--- config.mk ---
export PLATFORM = sky130hd
export DESIGN_NAME = irq_timer_ctrl
export DESIGN_NICKNAME = d
export VERILOG_FILES = /design/src/rtl/irq_timer_ctrl.sv
export SDC_FILE = /design/constraint.sdc
export NUM_CORES = 1
export LEC_CHECK = 0
export ABC_AREA = 0
export CAP_MARGIN = 15
export CORE_MARGIN = 1.5
export CORE_UTILIZATION = 55
export DETAILED_ROUTE_END_ITERATION = 16
export GPL_TIMING_DRIVEN = 0
export PLACE_DENSITY = 0.9
export SLEW_MARGIN = 5
export SYNTH_ARGS = -nofsm -noshare
export SYNTH_HDL_FRONTEND = slang
export SYNTH_SLANG_ARGS = --single-unit
--- constraint.sdc ---
create_clock -name clk -period 3.44 [get_ports clk]
set_clock_uncertainty 0.15 [all_clocks]
set_input_delay 0.344 -clock clk [delete_from_list [all_inputs] [get_ports clk]]
set_output_delay 0.344 -clock clk [all_outputs]
set_load 0.02 [all_outputs]
--- src/rtl/irq_timer_ctrl.sv ---
// Memory-mapped timer with reload, overflow flag and interrupt sequencer.
// Registers TH/TL/TCON sit at BASE; irq is gated off while pc_31 is high.
module irq_timer_ctrl #(
  parameter logic [31:0] BASE = 32'h40000000
) (
  input  logic        clk,
  input  logic        reset,
  input  logic [31:0] addr,
  input  logic [31:0] wdata,
  input  logic        wr_en,
  input  logic        rd_en,
  input  logic        pc_31,
  output logic [31:0] rdata,
  output logic        irq
);

  typedef enum logic [1:0] {
    IDLE = 2'd0,
    PEND = 2'd1,
    SERV = 2'd2
  } state_t;

  logic [31:0] r_th;
  logic [31:0] r_tl;
  logic        r_ten;
  logic        r_tie;
  logic        r_tif;
  state_t      r_state;

  logic        w_hit_th;
  logic        w_hit_tl;
  logic        w_hit_tc;
  logic        w_wr_th;
  logic        w_wr_tl;
  logic        w_wr_tc;
  logic [31:0] w_tl_nxt;
  logic        w_ovf;
  logic        w_tif_nxt;
  state_t      w_state_nxt;

  assign w_hit_th = (addr == BASE);
  assign w_hit_tl = (addr == BASE + 32'h4);
  assign w_hit_tc = (addr == BASE + 32'h8);
  assign w_wr_th  = wr_en && w_hit_th;
  assign w_wr_tl  = wr_en && w_hit_tl;
  assign w_wr_tc  = wr_en && w_hit_tc;

  // Counter next value; a software write to TL masks any overflow.
  always_comb begin
    w_tl_nxt = r_tl;
    w_ovf    = 1'b0;
    if (w_wr_tl) begin
      w_tl_nxt = wdata;
    end else if (r_ten) begin
      if (r_tl == 32'hFFFFFFFF) begin
        w_tl_nxt = r_th;
        w_ovf    = 1'b1;
      end else begin
        w_tl_nxt = r_tl + 32'h1;
      end
    end
  end

  // Flag next value; hardware set outranks a software clear.
  always_comb begin
    w_tif_nxt = r_tif;
    if (w_wr_tc && !wdata[2]) begin
      w_tif_nxt = 1'b0;
    end
    if (w_ovf) begin
      w_tif_nxt = 1'b1;
    end
  end

  // Timer register file.
  always_ff @(posedge clk or negedge reset) begin
    if (!reset) begin
      r_th  <= 32'h0;
      r_tl  <= 32'h0;
      r_ten <= 1'b0;
      r_tie <= 1'b0;
      r_tif <= 1'b0;
    end else begin
      if (w_wr_th) begin
        r_th <= wdata;
      end
      r_tl  <= w_tl_nxt;
      r_tif <= w_tif_nxt;
      if (w_wr_tc) begin
        r_ten <= wdata[0];
        r_tie <= wdata[1];
      end
    end
  end

  // Combinational read mux over the three mapped registers.
  always_comb begin
    rdata = 32'h0;
    if (rd_en) begin
      if (w_hit_th) begin
        rdata = r_th;
      end else if (w_hit_tl) begin
        rdata = r_tl;
      end else if (w_hit_tc) begin
        rdata = {29'h0, r_tif, r_tie, r_ten};
      end
    end
  end

  // Sequencer state register.
  always_ff @(posedge clk or negedge reset) begin
    if (!reset) begin
      r_state <= IDLE;
    end else begin
      r_state <= w_state_nxt;
    end
  end

  // Sequencer next-state logic from registered flag/enable.
  always_comb begin
    w_state_nxt = r_state;
    unique case (r_state)
      IDLE: begin
        if (r_tif && r_tie) begin
          w_state_nxt = PEND;
        end
      end
      PEND: begin
        if (pc_31) begin
          w_state_nxt = SERV;
        end else if (!r_tie || !r_tif) begin
          w_state_nxt = IDLE;
        end
      end
      SERV: begin
        if (!pc_31) begin
          w_state_nxt = IDLE;
        end
      end
      default: w_state_nxt = IDLE;
    endcase
  end

  // Request is held off whenever the CPU is already in kernel mode.
  always_comb begin
    irq = (r_state == PEND) && !pc_31;
  end

endmodule

After elaboration in Yosys (flattened, before gate mapping)

Cells that the tools add are included.

Flip-flop bits (word level): 69
Input port bits: 69
Output and inout bits: 33
Word-level logic and storage cells: 48

Add/sub/neg operators: 1
Equal/unequal tests: 9
Muxes and demuxes: 17
Reductions and logical operators: 15

Operator list:

| kind                  | number |
|---|---|
| $mux 32               | 6 |
| $eq 32x31->1 const B  | 3 |
| $add 32x1->32 const B | 1 |
| $eq 32x32->1 const B  | 1 |
| $mux 2                | 4 |
| $logic_and 1x1->1     | 6 |
| $pmux 2 s3            | 1 |
| $mux 1                | 5 |
| $logic_not 1->1       | 4 |
| $ne 2x2->1 const B    | 2 |
| $reduce_bool 2->1     | 2 |
| $mux 3                | 1 |
| $ne 3x3->1 const B    | 1 |
| $reduce_and 3->1      | 1 |
| $eq 2x1->1 const B    | 1 |
| $eq 2x2->1 const B    | 1 |
| $logic_not 2->1       | 1 |
| $logic_or 1x1->1      | 1 |

Longest topological paths before layout

Gate-level depths: netlist of run 1.

Depth in word-level cells: 5
Depth in mapped cells: 8
Mapped depth without buffers: 7

Worst setup path after synthesis of run 1

OpenSTA, ideal clock, no wires.

Path type: input to output
From: input addr[0]
To: output rdata[21]
Arrival: 1.995 ns
Required time: 2.946 ns
Setup slack: 0.951 ns
Stages on the path: 7
Buffers on the path: 2
Cell sequence: nor4_1 > nand4_1 > nor4_2 > buf_2 > buf_2 > a22oi_1 > nor2b_1

Cells in the longest elaborated chain, start to end: 4
Elaborated cells on any way between the ends: 5
Those cells by class: 2 x eq/ne; 3 x mux

Ends and longest elaborated chain:

| element         | RTL line | RTL |
|---|---|---|
| start, declared | 8        | `input logic [31:0] addr,` |
| $eq 32x31->1    | 42       | `assign w_hit_tl = (addr == BASE + 32'h4);` |
| $mux 32         | 102      | `end else if (w_hit_tl) begin` |
| $mux 32 *       | 100      | `if (w_hit_th) begin` |
| $mux 32 *       | 99       | `if (rd_en) begin` |
| end, declared   | 13       | `output logic [31:0] rdata,` |

Every way passes the cells marked *; elsewhere a longest branch is shown, timed or not.

Final worst setup path of run 1

From: input addr[10]
To: output rdata[18]

Same word-level chain as after synthesis.

==> results of run 1 <==
==> routing by layer <==
metal  vias up  GRT usage, %  part of all wire, %  wire (um)
met1      2330          45.2                   39       5860
met4         0          16.0                  3.4        520
li1       2112             -                    -          -
met3        56          8.41                   10       1550
met2       319          57.7                   48       7270
met5         -             0                    0          0
==> worst max-delay path, delay by kind of cell <==
family,cells,cell delay (ns)
AO/OA/AOI/OAI,1,0.08
buffers and inverters,4,1.45
AND/OR/NAND/NOR,4,1.00
==> flip-flops by register name, indices dropped and copies added (netlist names) <==
signal / count
r_th: 32
r_tl: 32
r_tif: 1
r_ten: 1
r_tie: 1
r_state: 2
==> worst min-delay path by stage <==
stage,startpoint,to,slack [ns]
detailed placement,reset,r_th[28],0.17
global route,r_state[1],r_state[0],0.35
global placement,r_state[1],r_state[0],0.32
CTS,reset,r_th[28],0.34
finish,reset,r_th[28],0.33
floorplan,reset,r_state[0],-0.10
==> through the flow <==
| stage | cell area (um^2) | cells | total power, mW | setup WS [ns] | hold slack (ns) |
|---|---|---|---|---|---|
| floorplan | 4570 | 503 | 0.844 | 0.951 | -0.102 |
| global placement | 5680 | 706 | 0.947 | -0.454 | 0.318 |
| detailed placement | 5700 | 707 | 0.954 | -0.475 | 0.167 |
| CTS | 5980 | 726 | 1.70 | -0.000520 | 0.336 |
| global route | 6020 | 726 | 1.75 | 0.00155 | 0.353 |
| finish | 6020 | 726 | 1.70 | 0.0673 | 0.330 |
==> cell type report <==
cell class	count	area (um^2)
multi-input cells	392	2680
fillers	610	2110
flip-flops and latches	69	1730
repair buffers	102	1050
plain buffers	37	200
clock buffers	10	138
well taps	105	131
clock inverters	6	86.3
inverters	5	18.8
==> cell usage in the layout (no fill, tap or decap), drive strengths merged, types with 8 or more instances in the layout <==
cell / count
a21o: 8
a21oi: 18
a22oi: 29
a31oi: 16
and3: 8
buf: 27
clkbuf: 24
clkdlybuf4s50: 76
dfrtp: 69
dlygate4sd2: 8
dlymetal6s2s: 13
mux2: 36
nand2: 47
nand3: 22
nand4: 16
nor2: 35
nor2b: 31
nor3: 11
nor4: 20
o211ai: 10
o21ai: 14
xor2: 9
==> where the power goes <==
group          internal [mW]  switching (mW)
clock network          0.427           0.329
logic                 0.0791          0.0522
registers              0.810       0.0000205
==> kinds of logic (layout without fill, tap and decap cells) <==
family          Yosys count  after routing  synth area share (%)
compound gates          118            118                  18.1
xor+xnor                 13             13                  2.49
fa+ha+maj                 1              1                 0.274
buf+inv                  42            160                  4.25
flops                    69             69                  37.8
mux                      43             43                  10.4
simple gates            217            217                  26.7
==> repair_timing <==
item / CTS / global route
pin swaps: 2 / 0
hold buffers: 1 / 0
gates cloned: 0 / 0
endpoints found under the hold margin: 32 / 0
buffers inserted: 2 / 0
setup endpoints to repair: 29 / 17
resized for setup: 20 / 18
==> metrics.txt, run 1 <==
status finished clean; Die Span X 94.1 um; Main synth FF type dfrtp_1; HP Class input port to asynchronous set/reset pin; largest net degree at the start of global routing 38; Leak ~2.7 nW; clock slew at reported path FFs about 0.07 ns; CP peak stage delay 0.61 ns; most common library cells after synthesis dfrtp_1 (69), nand2_1 (47), mux2_2 (36), nor2_1 (34), nor2b_1 (31); Starting DRT DRC Count about 460; r2r worst-path depth 8; YS warnings 0; CP endpoint kind primary output; Routed Antenna Nets 0; CTS Sinks 69; first-pass iteration count of the detailed router 7; Synth Cell Area roughly 4600 um^2; clk_lat worst skew 0.35 ns; post-synthesis sequential area ratio a little under two fifths; Mapped Nets between 500 and 600; minimum clock period after layout between 3 and 4 ns; register bit total from synthesis 69; global-route wire length before repair 23.9 mm; top cell type's share of synthesized area 37.8%; CP max FO 10; Crit path arrival time around 2.9 ns; Via Count about 4800; # diodes 0; number of synthesized flops with an enable pin 0; clock buffer depth 2; Fin Setup TNS 0 ns; Cells after Synth roughly 500; share of cells above drive strength 1 16.3%; Fin. Hold Viols 0; DRC viols 0; Routed WL between 15 and 20 mm; main area contributors after synthesis dfrtp_1 (38%), mux2_2 (8.9%), a22oi_1 (4.8%), nor2b_1 (4.2%), nand2_1 (3.9%); Worst-Margin Slew 0.760 ns; vias in the first global route approximately 4700; gr ovfl total 0; Max VDD drop 181 uV; DP Wirelength around 11 mm; area delta synth->final 31.9%; crit path cell chain clkdlybuf4s50_1, nor4_1, nand4_1, buf_4, nor4_4, buf_6, a22oi_1, nor2b_1, clkdlybuf4s50_1; Cell variety after synth 56; most frequent cell after synthesis dfrtp_1; RSZ-0062 raised after global routing no; CTS root buffer clkbuf_8; Crit-path slowest cell clkdlybuf4s50_1; Core ar. about 8100 um^2; Vias/cell ~6.6; initial antenna violation count 0; I/O Buffers slightly below 100; Final #Nets roughly 700; Worst slew margin around 49%; Synth area leader dfrtp_1; post-synthesis async set-or-reset flop share 100%; CTS H-Tree Depth 3; Die ar. between 8000 and 9000 um^2; final core utilization between 70 and 80%; final setup fails 0; RePlAce Congestion between 0.9 and 1; I/O pin total 102; Critical Path Most Common Cell clkdlybuf4s50_1; Tcrit/Tclk final a little over nine tenths; TritonCTS clock tree done; flop-to-flop setup slack between 0.4 and 0.5 ns; fin. max-slew vios 0; highest clock rate 0.296 GHz; Worst Setup Path Type input port to primary output; CP required between 2 and 3 ns; Die Y roughly 94 um; worst r2r dst r_tl[23]; WL per Instance about 21 um; Worst setup endpoint rdata[18]; power per cell area 282 nW/um^2; Cell Rows 33; Reg-to-Reg Start r_tl[0]; CTS buffer count 9; initial core utilization roughly 56%; Critical path origin addr[10]; GRT Total Usage between 30 and 40%; CP startpoint kind input port; Max-cap violations 0; Syn Area/Cell ~9 um^2
No activity file was read; power rests on OpenSTA's default activity.
==> run 2: changes to the inputs <==
--- a/config.mk
+++ b/config.mk
@@ -6,13 +6,13 @@
 export NUM_CORES = 1
 export LEC_CHECK = 0
 export ABC_AREA = 0
-export CAP_MARGIN = 15
+export CAP_MARGIN = 20
 export CORE_MARGIN = 1.5
-export CORE_UTILIZATION = 55
+export CORE_UTILIZATION = 48
 export DETAILED_ROUTE_END_ITERATION = 16
 export GPL_TIMING_DRIVEN = 0
-export PLACE_DENSITY = 0.9
-export SLEW_MARGIN = 5
+export PLACE_DENSITY = 0.81
+export SLEW_MARGIN = 10
 export SYNTH_ARGS = -nofsm -noshare
 export SYNTH_HDL_FRONTEND = slang
 export SYNTH_SLANG_ARGS = --single-unit
==> run 2 against run 1 <==
Worst hold slack got worse by 0.024 ns; routed wire length decreased by 3.2%; critical path depth unchanged; maximum frequency increased by 2.5%; combinational power about the same; sequential share of layout area decreased by 0.14 points; clock-buffer cell count increased by 1; critical path type unchanged; largest power group unchanged; non-clock buffer count unchanged; via count decreased by 4.5%; final area increased by 0.48%; sequential power about the same; register-to-register slack improved by 0.04 ns.
==> metrics.txt, run 2 (synthesis gave the netlist of run 1 again) <==
CP startpoint kind input port; HP Class input port to asynchronous set/reset pin; Die Y a little over 100 um; Fin. Hold Viols 0; Worst Setup Path Type input port to primary output; final instance area around 6100 um^2; Metal-1 WL roughly 6.3 mm; status finished clean; RePlAce Congestion around 0.96; area delta synth->final 32.5%; power per cell area around 270 nW/um^2; Core ar. 9240 um^2; final core utilization 65.5%; worst r2r dst r_tl[25]; Max-cap violations 0; Fin Hold WS ~0.31 ns; minimum clock period after layout ~3.3 ns; CTS H-Tree Depth 3; Via Count around 4600; top layer in use met4; Final #Nets approximately 690; CTS root buffer clkbuf_8; WL per Instance 19.7 um; Filler Cell Count 787; final setup fails 0; DRC viols 0; fin. max-slew vios 0; Fin Setup TNS 0 ns; share of cells above drive strength 1 between 10% and 20%; Area after DPL 5730 um^2; biggest regs r_th: 32 flops, r_tl: 32 flops, r_state: 2 flops; GRT Total Usage a little under a third; CTS buffer count 9; met3 wire len between 1 and 1.5 mm; Tcrit/Tclk final between 90% and 100%; TritonCTS clock tree done; initial core utilization between 40 and 50%; global-route wire length before repair 23.3 mm; Crit path arrival time around 2.8 ns; Routed WL ~15 mm; largest net degree at the start of global routing 42; RSZ-0062 raised after global routing no; Reg-to-Reg Start r_tl[0]; commonest cells after routing, fill and taps aside clkdlybuf4s50_1 (69), dfrtp_1 (69), nand2_1 (47); clk_lat worst skew roughly 0.36 ns; Non-Filler Instances between 700 and 800; Cell Rows 35; CP max FO 10; Worst slew margin 44.0%; # diodes 0; Vias/cell 6.14; placed cells between 700 and 800; CP required a little under 3 ns; flop-to-flop setup slack slightly below 0.5 ns; clock slew at reported path FFs 0.08 ns; Starting DRT DRC Count roughly 350; Die Span X around 100 um; first-pass iteration count of the detailed router 6; initial antenna violation count 0; Routed Antenna Nets 0; clock buffer depth 2; CTS Sinks 69; Die ar. 10100 um^2; highest clock rate approximately 0.30 GHz; r2r worst-path depth 8; CP endpoint kind primary output; Met2 Wirelength 6.93 mm; DP Wirelength 10.7 mm; I/O pin total between 100 and 150; Max VDD drop around 190 uV; gr ovfl total 0; Worst-Margin Slew roughly 0.84 ns; vias in the first global route between 4000 and 5000; Leak 2.84 nW; I/O Buffers 98
## run 2: through the flow
stage                     power, mW  setup slack [ns]
after floorplan               0.844             0.951
after global placement        0.948            -0.486
after detailed placement      0.954            -0.479
after CTS                      1.64            0.0117
after global routing           1.69           0.00264
final                          1.64             0.150
## run 2: power breakdown
group	switching (mW)	internal, mW	total, mW	leakage (nW)
registers	0.0000192	0.810	0.810	0.881
logic	0.0520	0.0791	0.131	1.85
clock network	0.331	0.368	0.700	0.101
## run 2: routing by layer
layer	track usage, %	vias to the layer above
met5	0	-
met3	5.48	45
met1	40.7	2222
met2	48.7	224
met4	10.2	0
li1	-	2110
## run 2: layout make-up
cell class	count	area, um^2	area share (%)
multi-input cells	392	2680	44.4
clock inverters	4	47.5	0.786
inverters	5	18.8	0.310
flip-flops and latches	69	1730	28.5
plain buffers	36	194	3.21
well taps	129	161	2.67
clock buffers	11	151	2.50
repair buffers	103	1070	17.6
## run 2: worst max path at each step
stage	end	from	slack (ns)	cells past startpoint
after floorplan	rdata[21]	addr[0]	0.95	7
after detailed placement	rdata[30]	addr[0]	-0.48	9
final	rdata[7]	addr[0]	0.15	9
after global routing	rdata[7]	addr[0]	0.003	9
after global placement	r_th[1]	reset	-0.49	1
after CTS	rdata[27]	addr[0]	0.01	10
## run 2: critical path, stage by stage
cell and delay (ns):
clkdlybuf4s50_1 0.44, nor4_4 0.34, nand4_1 0.17, buf_4 0.18, nor4_4 0.33, buf_6 0.20
a22oi_1 0.07, nor2b_1 0.11, clkdlybuf4s50_1 0.60
## run 2: timing repair
action,in CTS,in global routing
pin swaps,3,0
buffers inserted,3,0
hold buffers,1,0
resized for setup,21,23
hold endpoints to repair,28,0
setup endpoints to repair,29,20
